[config.mk]
export PLATFORM = sky130hd
export DESIGN_NAME = ejeta_temporizador
export DESIGN_NICKNAME = d
export VERILOG_FILES = /design/src/rtl/ejeta_temporizador.sv
export SDC_FILE = /design/constraint.sdc
export NUM_CORES = 1
export LEC_CHECK = 0
export BUFFER_PORTS_ARGS = -buffer_cell sky130_fd_sc_hd__buf_2
export CORE_ASPECT_RATIO = 1.2
export CORE_MARGIN = 3
export CORE_UTILIZATION = 50
export CTS_CLUSTER_DIAMETER = 120
export DETAILED_ROUTE_END_ITERATION = 10
export GPL_TIMING_DRIVEN = 0
export PLACE_DENSITY = 0.79
export SLEW_MARGIN = 20
export SYNTH_ARGS = -nofsm -noshare
export SYNTH_HDL_FRONTEND = slang
export SYNTH_SLANG_ARGS = --single-unit
[constraint.sdc]
create_clock -name clk -period 2.9 [get_ports clk]
set_input_delay 0.29 -clock clk [delete_from_list [all_inputs] [get_ports clk]]
set_output_delay 0.29 -clock clk [all_outputs]
set_load 0.02 [all_outputs]
[src/rtl/ejeta_temporizador.sv]
// Eject timer: free-running time base plus an IDLE/DELAY/EJECT arbiter that issues a fixed-width eject pulse.
// Optional idle watchdog eject is enabled with `define EJETA_WATCHDOG_EN.
//
// state | meaning
// IDLE  | waiting for a request
// DELAY | counting down from a counter falling edge to a delayed eject
// EJECT | eject pulse active for HOLD_CYCLES cycles
module ejeta_temporizador #(
  parameter int TIME_W         = 9,
  parameter int DELAY_CYCLES   = 5,
  parameter int HOLD_CYCLES    = 4,
  parameter int CNT_W          = 8,
  parameter int TIMEOUT_CYCLES = 300
) (
  input  logic              clk,
  input  logic              rst,
  input  logic              seleciona,
  input  logic              seleciona_opcoes,
  input  logic              saida_contador,
  output logic [TIME_W-1:0] tempo,
  output logic              ejeta,
  output logic [1:0]        estado,
  output logic [TIME_W-1:0] marca_tempo,
  output logic [CNT_W-1:0]  contagem_ejecoes,
  output logic              timeout
);

  localparam int DW = $clog2(DELAY_CYCLES + 1);
  localparam int HW = $clog2(HOLD_CYCLES + 1);

  typedef enum logic [1:0] {
    IDLE  = 2'd0,
    DELAY = 2'd1,
    EJECT = 2'd2
  } state_t;

  state_t        state, state_d;
  logic          sc_q;
  logic [DW-1:0] dcnt, dcnt_d;
  logic [HW-1:0] hcnt, hcnt_d;
  logic          entry;
  logic          timeout_d;
  logic          rise, fall, imm, cancel, dly;

`ifdef EJETA_WATCHDOG_EN
  localparam int WW = $clog2(TIMEOUT_CYCLES + 1);
  logic [WW-1:0] wcnt, wcnt_d;
`endif

  assign rise   = saida_contador & ~sc_q;
  assign fall   = ~saida_contador & sc_q;
  assign imm    = rise | (seleciona & seleciona_opcoes);
  assign cancel = seleciona & ~seleciona_opcoes;
  assign dly    = fall;
  assign estado = state;

  always_comb begin
    state_d   = state;
    dcnt_d    = dcnt;
    hcnt_d    = hcnt;
    entry     = 1'b0;
    timeout_d = 1'b0;
`ifdef EJETA_WATCHDOG_EN
    wcnt_d    = '0;
`endif
    case (state)
      IDLE: begin
        if (imm) begin
          entry = 1'b1;
        end else if (dly) begin
          state_d = DELAY;
          dcnt_d  = DW'(DELAY_CYCLES);
`ifdef EJETA_WATCHDOG_EN
        end else if (cancel) begin
          wcnt_d = '0;
        end else if (wcnt == WW'(TIMEOUT_CYCLES - 1)) begin
          entry     = 1'b1;
          timeout_d = 1'b1;
        end else begin
          wcnt_d = wcnt + 1'b1;
`endif
        end
      end
      DELAY: begin
        if (imm) begin
          entry = 1'b1;
        end else if (cancel) begin
          state_d = IDLE;
          dcnt_d  = '0;
        end else if (dly) begin
          dcnt_d = DW'(DELAY_CYCLES);
        end else if (dcnt == DW'(1)) begin
          entry = 1'b1;
        end else begin
          dcnt_d = dcnt - 1'b1;
        end
      end
      EJECT: begin
        // only imm matters here; it restarts the pulse as a fresh entry
        if (imm) begin
          entry = 1'b1;
        end else if (hcnt == HW'(1)) begin
          state_d = IDLE;
          hcnt_d  = '0;
        end else begin
          hcnt_d = hcnt - 1'b1;
        end
      end
      default: state_d = IDLE;
    endcase
    if (entry) begin
      state_d = EJECT;
      hcnt_d  = HW'(HOLD_CYCLES);
      dcnt_d  = '0;
    end
  end

  always_ff @(posedge clk or posedge rst) begin
    if (rst) begin
      state            <= IDLE;
      dcnt             <= '0;
      hcnt             <= '0;
      sc_q             <= 1'b0;
      tempo            <= '0;
      ejeta            <= 1'b0;
      marca_tempo      <= '0;
      contagem_ejecoes <= '0;
      timeout          <= 1'b0;
    end else begin
      state   <= state_d;
      dcnt    <= dcnt_d;
      hcnt    <= hcnt_d;
      sc_q    <= saida_contador;
      tempo   <= tempo + 1'b1;
      ejeta   <= (state_d == EJECT);
      timeout <= timeout_d;
      if (entry) begin
        marca_tempo <= tempo;
        if (~&contagem_ejecoes) contagem_ejecoes <= contagem_ejecoes + 1'b1;
      end
    end
  end

`ifdef EJETA_WATCHDOG_EN
  always_ff @(posedge clk or posedge rst) begin
    if (rst) wcnt <= '0;
    else     wcnt <= wcnt_d;
  end
`endif

endmodule
==> impl_summary.txt, run 1 <==
----------------------------------------------------
[Global route]
  Global-route wire length before repair ... approximately 5.6 mm
  Antenna violations before repair ... 0
  Maximum number of pins on one net before global-route repair ... 37
  Global route overflow ... 0
  Vias in the first global route ... 1251
  GRT Overall Usage ... between 10% and 20%

[Clock tree]
  Clk buf depth ... 2
  Clock tree sinks ... 36
  Root buffer cell ... clkbuf_4
  Clock H-tree levels ... 2
  Total clock buffers created by CTS ... 5
  Clock transition at the registers of the reported paths ... 0.10 ns
  PostCTS Resize Cnt ... 0
  Post-CTS setup buffer count ... 0
  CTS Hold Buffers Added ... 0
  Clk_lat worst skew ... 0.33 ns
  Clock tree from TritonCTS ... built

[STA]
  Maximum clock frequency ... 0.5642 GHz
  Worst Tran Pin Value ... 0.7239 ns
  Final total negative setup slack ... 0 ns
  Unrepaired setup endpoints after global routing ... no
  Setup violations, final ... 0
  Normalized max-slew margin ... about half
  Final Critical Period ... 1.773 ns
  Tcrit/Tclk final ... 61.12%
  Worst slack on hold paths ... 0.06566 ns
  Count of pins over their slew limit ... 0
  Final worst clock skew ... 0.007998 ns
  Number of hold violations in the final report ... 0

[Flow run]
  Max_cap viols ... 0

[Worst hold path]
  Path category of the worst min-delay check ... primary input to async pin

[Critical path]
  R2r endpoint ... marca_tempo[6]$_DFFE_PP0P_
  Setup crit start kind ... flip-flop
  Data arrival at the endpoint of the critical path ... 1.99 ns
  Worst reg-to-reg setup slack ... 1.13 ns
  Worst r2r path cells ... 5
  Category of the most critical setup path ... flip-flop to flip-flop
  CP Data Required Time ... 3.11 ns
  Endpoint class of the critical path ... flip-flop
  Reg2reg start ... dcnt[0]$_DFFE_PP0P_
  CP max FO ... 10

[Layout]
  Number of diodes ... 0
  Fraction of final layout cells with drive strength greater than 1 ... 32.63%
  Number of nets in the finished design ... 201
  Fill cell count ... 268
  Synthesis-to-layout area growth ... 14.90%
  Storage element area ... about 900 µm²
  Area of combinational cells with multiple inputs ... 764.5 µm²
  Summed area of non-filler cells in the final layout ... 0.001978 mm²

[Logic synthesis]
  Syn nets ... between 150 and 200
  Syn_area_per_cell ... 11.48 µm²
  Fraction of the yosys area taken by sequential cells ... roughly 52%
  Cells after synthesis ... 150
  Synth Register Bits ... 36
  Yosys cell types ... 39
  Proportion of synthesized flip-flops having asynchronous set or reset ... 100.0%
  Warnings from Yosys ... 0
  Post-synth EDFFs ... 0
  Post-synthesis instance area ... 0.001722 mm²
  Main flop type after synthesis ... dfrtp_1

[Routing]
  DRC ... 0
  Final antenna-violating net count ... 0
  Initial DRT Pass Iterations ... 4
  Total wirelength of the detailed-routed design ... 3.219 mm
  Avg Vias per Cell ... about 5.5
  Vias after detailed routing ... 1244
  Drt initial violations ... 62
  Per-cell routed wire length ... 14.24 µm

[Power]
  Cell Pwr Density ... 642.5 mW/mm²
  Largest vdd supply drop ... 428.4 µV
  Final Power ... 1.271 mW
  Pleak ... 0.9589 nW

[Floorplanning]
  Die extent in x ... around 60 µm
  Cell row count ... 22
  Starting density of the core ... 54.39%
  Height of the die ... 70.28 µm
  Count of pins on the block boundary ... 35
  Full die area ... 0.004186 mm²
  CORE AREA ... 0.003166 mm²

[Placed design]
  Routability Congestion ... 0.8398
  Total cell area at the placement stage ... 0.001932 mm²
  Number of I/O port buffers ... 33
  Sum of net half-perimeters after detailed placement ... 2.428 mm

[Status]
  Result of the run ... completed

----------------------------------------------------
[worst max-delay path, cell delays in order, from the launching register on]
cell,delay (ns)
dfrtp_1,0.43
ha_1,0.20
nor3b_4,0.16
a22oi_4,0.33
buf_6,0.20
mux2_2,0.34
[logic make-up (layout without fill, tap and decap cells)]
| group | Yosys count | in the layout | synth area share, % |
|---|---|---|---|
| buffers and inverters | 10 | 50 | 3.271 |
| AOI/OAI and AO/OA | 21 | 21 | 8.576 |
| DFF | 36 | 36 | 52.33 |
| adders and majority gates | 6 | 6 | 4.360 |
| xor gates and xnor gates | 13 | 13 | 6.613 |
| other | 1 | 1 | 0.2178 |
| muxes | 10 | 10 | 6.686 |
| and+or+nand+nor | 53 | 53 | 17.95 |
[power by group]
group          internal, mW  switching (mW)  leakage, nW  total, mW
clock                0.0893           0.151       0.0281      0.241
sequential            0.578          0.0749        0.441      0.653
combinational         0.154           0.223        0.489      0.378
[how the worst max path moves through the flow]
stage                        start  cells after the start                    endpoint  slack [ns]
5_1_grt        dcnt[0]$_DFFE_PP0P_                      5  marca_tempo[6]$_DFFE_PP0P_        1.07
6_report       dcnt[0]$_DFFE_PP0P_                      5  marca_tempo[6]$_DFFE_PP0P_        1.13
4_1_cts        dcnt[0]$_DFFE_PP0P_                      5  marca_tempo[6]$_DFFE_PP0P_        1.13
3_3_place_gp        saida_contador                      6  marca_tempo[4]$_DFFE_PP0P_        1.16
3_5_place_dp        saida_contador                      6  marca_tempo[6]$_DFFE_PP0P_        1.13
2_1_floorplan  estado[1]$_DFF_PP0_                      5  marca_tempo[4]$_DFFE_PP0P_        1.21
[sequential cells by signal, summed over array words and instances (netlist names)]
name,count
estado,2
ejeta,1
marca_tempo,9
tempo,9
dcnt,3
hcnt,3
contagem_ejecoes,8
sc_q,1
[cell type report]
class	instances	share of cell area (%)
Buffer	3	1.518
Clock buffer	6	2.087
Clock inverter	1	0.2530
Inverter	7	1.328
Multi-Input combinational cell	104	38.65
Sequential cell	36	45.54
Tap cell	36	2.277
Timing Repair Buffer	33	8.349
[stage by stage]
step	util [%]	setup WS, ns	std cells
floorplan	-	1.214	150
global placement	61.03	1.160	219
detailed placement	61.03	1.130	219
CTS	62.49	1.125	226
global route	62.49	1.067	226
finish	62.49	1.127	226
[layout by cell type, fill, tap and decap left out, drive strengths merged, types with 2 or more instances in the layout]
cell type  synthesis  routed
dfrtp             36      36
buf                3      36
nor2              14      14
nand2             11      11
mux2               9       9
a21oi              8       8
xnor2              7       7
inv                7       7
xor2               6       6
ha                 6       6
nor3               6       6
clkbuf             0       6
nand3              5       5
nand2b             5       5
o21ai              4       4
and3               2       2
nand4              2       2
a2111oi            2       2
a21o               2       2
nor2b              2       2
a22oi              2       2
nor4               2       2
[cell usage after synthesis, types with 4 or more instances]
cell      count  share of area (%)
a21oi_1       8                2.3
xnor2_1       7                3.6
o21ai_0       4                1.2
nor3_1        5                1.5
inv_1         7                1.5
mux2_2        8                5.2
nand2b_1      4                1.5
nand2_1      11                2.4
dfrtp_1      36                 52
nand3_1       5                1.5
xor2_1        6                3.1
ha_1          6                4.4
nor2_1       12                2.6
[layer usage]
layer	track usage, %	up-vias	wire length, µm
met1	20.41	618	1282
met3	4.806	5	154
met2	29.40	23	1732
li1	-	598	-
met5	0	-	0
met4	6.158	0	50
(Power assumes the default switching activity.)
==> inputs of run 2 (changes only) <==
- ABC_AREA: default -> 1
- PLACE_DENSITY: 0.79 -> 0.78
- clock period: 2.9 -> 1.75 ns (I/O delays scaled with it)
==> run 2 against run 1 <==
Register-to-register slack worse by 0.88 ns. Sequential cell count did not move. Highest routed layer unchanged. Setup slack got worse by 0.88 ns. Fmax increased by 18%. Cell area is 9.1% higher. Total power increased by 110%. Largest cell class unchanged. First-iteration DRC count grew 53%. Global-route usage grew 0.92 points. Worst hold slack worse by 0.062 ns. Die area is 6.0% higher.
==> impl_summary.txt, run 2 <==
----------------------------------------------------
[Routing]
  Drt initial violations ... 95
  DRC ... 0
  Final antenna-violating net count ... 0
  Initial DRT Pass Iterations ... 5
  Avg Vias per Cell ... 5.027
  Vias after detailed routing ... 1483
  Detailed-routed wire length on met3 ... 192 µm
  Per-cell routed wire length ... approximately 12 µm
  Routed metal-1 wire length ... about 1.5 mm
  Highest metal layer with signal wires ... met4
  Total length of routed met2 wires ... 1.804 mm
  Total wirelength of the detailed-routed design ... 3.565 mm

[Clock tree]
  Clk buf depth ... 2
  Clock transition at the registers of the reported paths ... 0.07 ns
  Clock tree sinks ... 36
  CTS Hold Buffers Added ... 0
  Root buffer cell ... clkbuf_8
  Clock tree from TritonCTS ... built
  Clock H-tree levels ... 2
  Total clock buffers created by CTS ... 5
  Clk_lat worst skew ... ~0.29 ns
  PostCTS Resize Cnt ... 0
  Post-CTS setup buffer count ... 0

[Layout]
  Commonest non-fill, non-tap cells in the layout ... 78 x nand2_1, 36 x dfrtp_1, 33 x buf_2, 23 x inv_1, 16 x nand3_1
  Number of diodes ... 0
  Fill cell count ... 305
  Number of nets in the finished design ... 268
  Leading cell type in the layout, fill and taps excluded ... nand2_1
  Fraction of final layout cells with drive strength greater than 1 ... 20.93%
  Summed area of non-filler cells in the final layout ... ~0.0022 mm²
  Post-route core utilization ... a little over three fifths
  Largest registers ranked by flip-flop count ... marca_tempo: 9 flops, tempo: 9 flops, contagem_ejecoes: 8 flops
  Synthesis-to-layout area growth ... 17.59%

[Logic synthesis]
  Proportion of synthesized flip-flops having asynchronous set or reset ... 100.0%
  Share of the synthesized area in the top cell type ... 49.08%
  Post-synth EDFFs ... 0
  Post-synth top cells ... 78 x nand2_1, 36 x dfrtp_1, 24 x inv_1
  Most area-consuming cells after synthesis ... dfrtp_1 49%, nand2_1 16%, inv_1 4.9%
  Cell with the most instances after synthesis ... nand2_1
  Cells after synthesis ... around 220
  Dominant cell type by area after synthesis ... dfrtp_1
  Syn nets ... roughly 230
  Fraction of the yosys area taken by sequential cells ... between 40% and 50%
  Yosys cell types ... 23
  Warnings from Yosys ... 0
  Main flop type after synthesis ... dfrtp_1
  Syn_area_per_cell ... 8.459 µm²
  Synth Register Bits ... 36
  Post-synthesis instance area ... 0.001836 mm²

[Critical path]
  Endpoint class of the critical path ... flip-flop
  Reg2reg start ... dcnt[1]$_DFFE_PP0P_
  Number of cells on the critical path ... 8
  Crit path buffers/inverters ... 1
  Cell Chain, Critical Path ... inv_1 -> ha_1 -> nand2_1 -> nor2_1 -> nand2_1 -> nand2_2 -> nand2_4 -> xor2_1
  Data arrival at the endpoint of the critical path ... 1.67 ns
  Slowest cell on the critical path ... dfrtp_1
  Crit path max-delay family ... simple AND/OR/NAND/NOR gates
  Cell occurring most often along the worst timing path ... nand2_1
  Worst r2r path cells ... 8
  Setup crit start kind ... flip-flop
  CP Data Required Time ... roughly 1.9 ns
  Termination of the worst setup path ... contagem_ejecoes[0]$_DFFE_PP0P_
  CP max FO ... 10
  Category of the most critical setup path ... flip-flop to flip-flop
  Largest incremental delay on the critical path ... around 0.38 ns
  Critical path startpoint ... dcnt[1]$_DFFE_PP0P_
  R2r endpoint ... contagem_ejecoes[0]$_DFFE_PP0P_
  Worst reg-to-reg setup slack ... 0.25 ns

[Floorplanning]
  Height of the die ... 72.37 µm
  Full die area ... 0.004437 mm²
  Count of pins on the block boundary ... 35
  CORE AREA ... 0.003425 mm²
  Cell row count ... 23
  Die extent in x ... between 60 and 70 µm
  Starting density of the core ... 53.60%

[Worst hold path]
  Path category of the worst min-delay check ... primary input to async pin

[STA]
  Unrepaired setup endpoints after global routing ... no
  Count of pins over their slew limit ... 0
  Normalized max-slew margin ... around half
  Worst Tran Pin Value ... 0.7329 ns
  Final Critical Period ... about 1.5 ns
  Final worst clock skew ... 0.008902 ns
  Setup violations, final ... 0
  Final total negative setup slack ... 0 ns
  Maximum clock frequency ... 0.6647 GHz
  Tcrit/Tclk final ... 85.97%
  Number of hold violations in the final report ... 0

[Power]
  Cell Pwr Density ... 1213 mW/mm²
  Pleak ... 1.185 nW
  Final Power ... 2.617 mW
  Largest vdd supply drop ... 706.9 µV

[Placed design]
  Number of I/O port buffers ... 33
  Total cell area at the placement stage ... 0.002047 mm²
  Sum of net half-perimeters after detailed placement ... 2.621 mm
  Routability Congestion ... 0.9125

[Flow run]
  Max_cap viols ... 0

[Status]
  Result of the run ... completed

[Global route]
  Global route overflow ... 0
  Antenna violations before repair ... 0
  Vias in the first global route ... 1410
  GRT Overall Usage ... 18.24%
  Maximum number of pins on one net before global-route repair ... 37
  Global-route wire length before repair ... 6.044 mm

----------------------------------------------------
## run 2: layout make-up
cell class	instances	area, µm²	share of cell area (%)
Sequential cell	36	900.9	41.74
Multi-Input combinational cell	154	814.5	37.74
Timing Repair Buffer	33	165.2	7.652
Inverter	24	90.09	4.174
Clock buffer	5	68.82	3.188
Tap cell	37	46.29	2.145
Clock inverter	3	42.54	1.971
Buffer	3	30.03	1.391
## run 2: how the worst min path moves through the flow
stage,startpoint,cells past startpoint,slack [ns],endpoint
after floorplan,saida_contador,0,0.21,sc_q$_DFF_PP0_
after global placement,saida_contador,1,0.32,sc_q$_DFF_PP0_
after detailed placement,saida_contador,1,0.33,sc_q$_DFF_PP0_
after CTS,saida_contador,1,0.02,sc_q$_DFF_PP0_
after global routing,saida_contador,1,0.03,sc_q$_DFF_PP0_
final,rst,2,0.004,contagem_ejecoes[5]$_DFFE_PP0P_
## run 2: cells by family after synthesis
| group | synth area share (%) |
|---|---|
| buffers and inverters | 6.544 |
| and+or+nand+nor | 28.77 |
| AOI/OAI and AO/OA | 4.159 |
| other | 0.2043 |
| adders and majority gates | 4.090 |
| xor gates and xnor gates | 7.158 |
| DFF | 49.08 |
## run 2: routing by layer
metal	track usage [%]	up-vias
li1	-	750
met1	22.34	678
met2	30.00	47
met3	4.448	8
met4	7.711	0
met5	0	-
## run 2: power by group
| part | total (mW) | internal (mW) | switching [mW] |
|---|---|---|---|
| Clock | 0.729 | 0.421 | 0.308 |
| Sequential | 1.12 | 0.973 | 0.144 |
| Combinational | 0.772 | 0.294 | 0.477 |
## run 2: stage by stage
step                      hold slack, ns  std cells  setup WS (ns)
after global placement            0.3246        287         0.2715
final                           0.003531        295         0.2456
after detailed placement          0.3278        287         0.2884
after floorplan                   0.2064        217         0.2859
after CTS                        0.02417        295         0.2598
after global routing             0.03267        295         0.1037
## run 2: worst reg2reg max path, stage by stage (launching register included)
cell	delay, ns
dfrtp_1	0.38
inv_1	0.09
ha_1	0.16
nand2_1	0.06
nor2_1	0.13
nand2_1	0.12
nand2_2	0.17
nand2_4	0.12
xor2_1	0.16
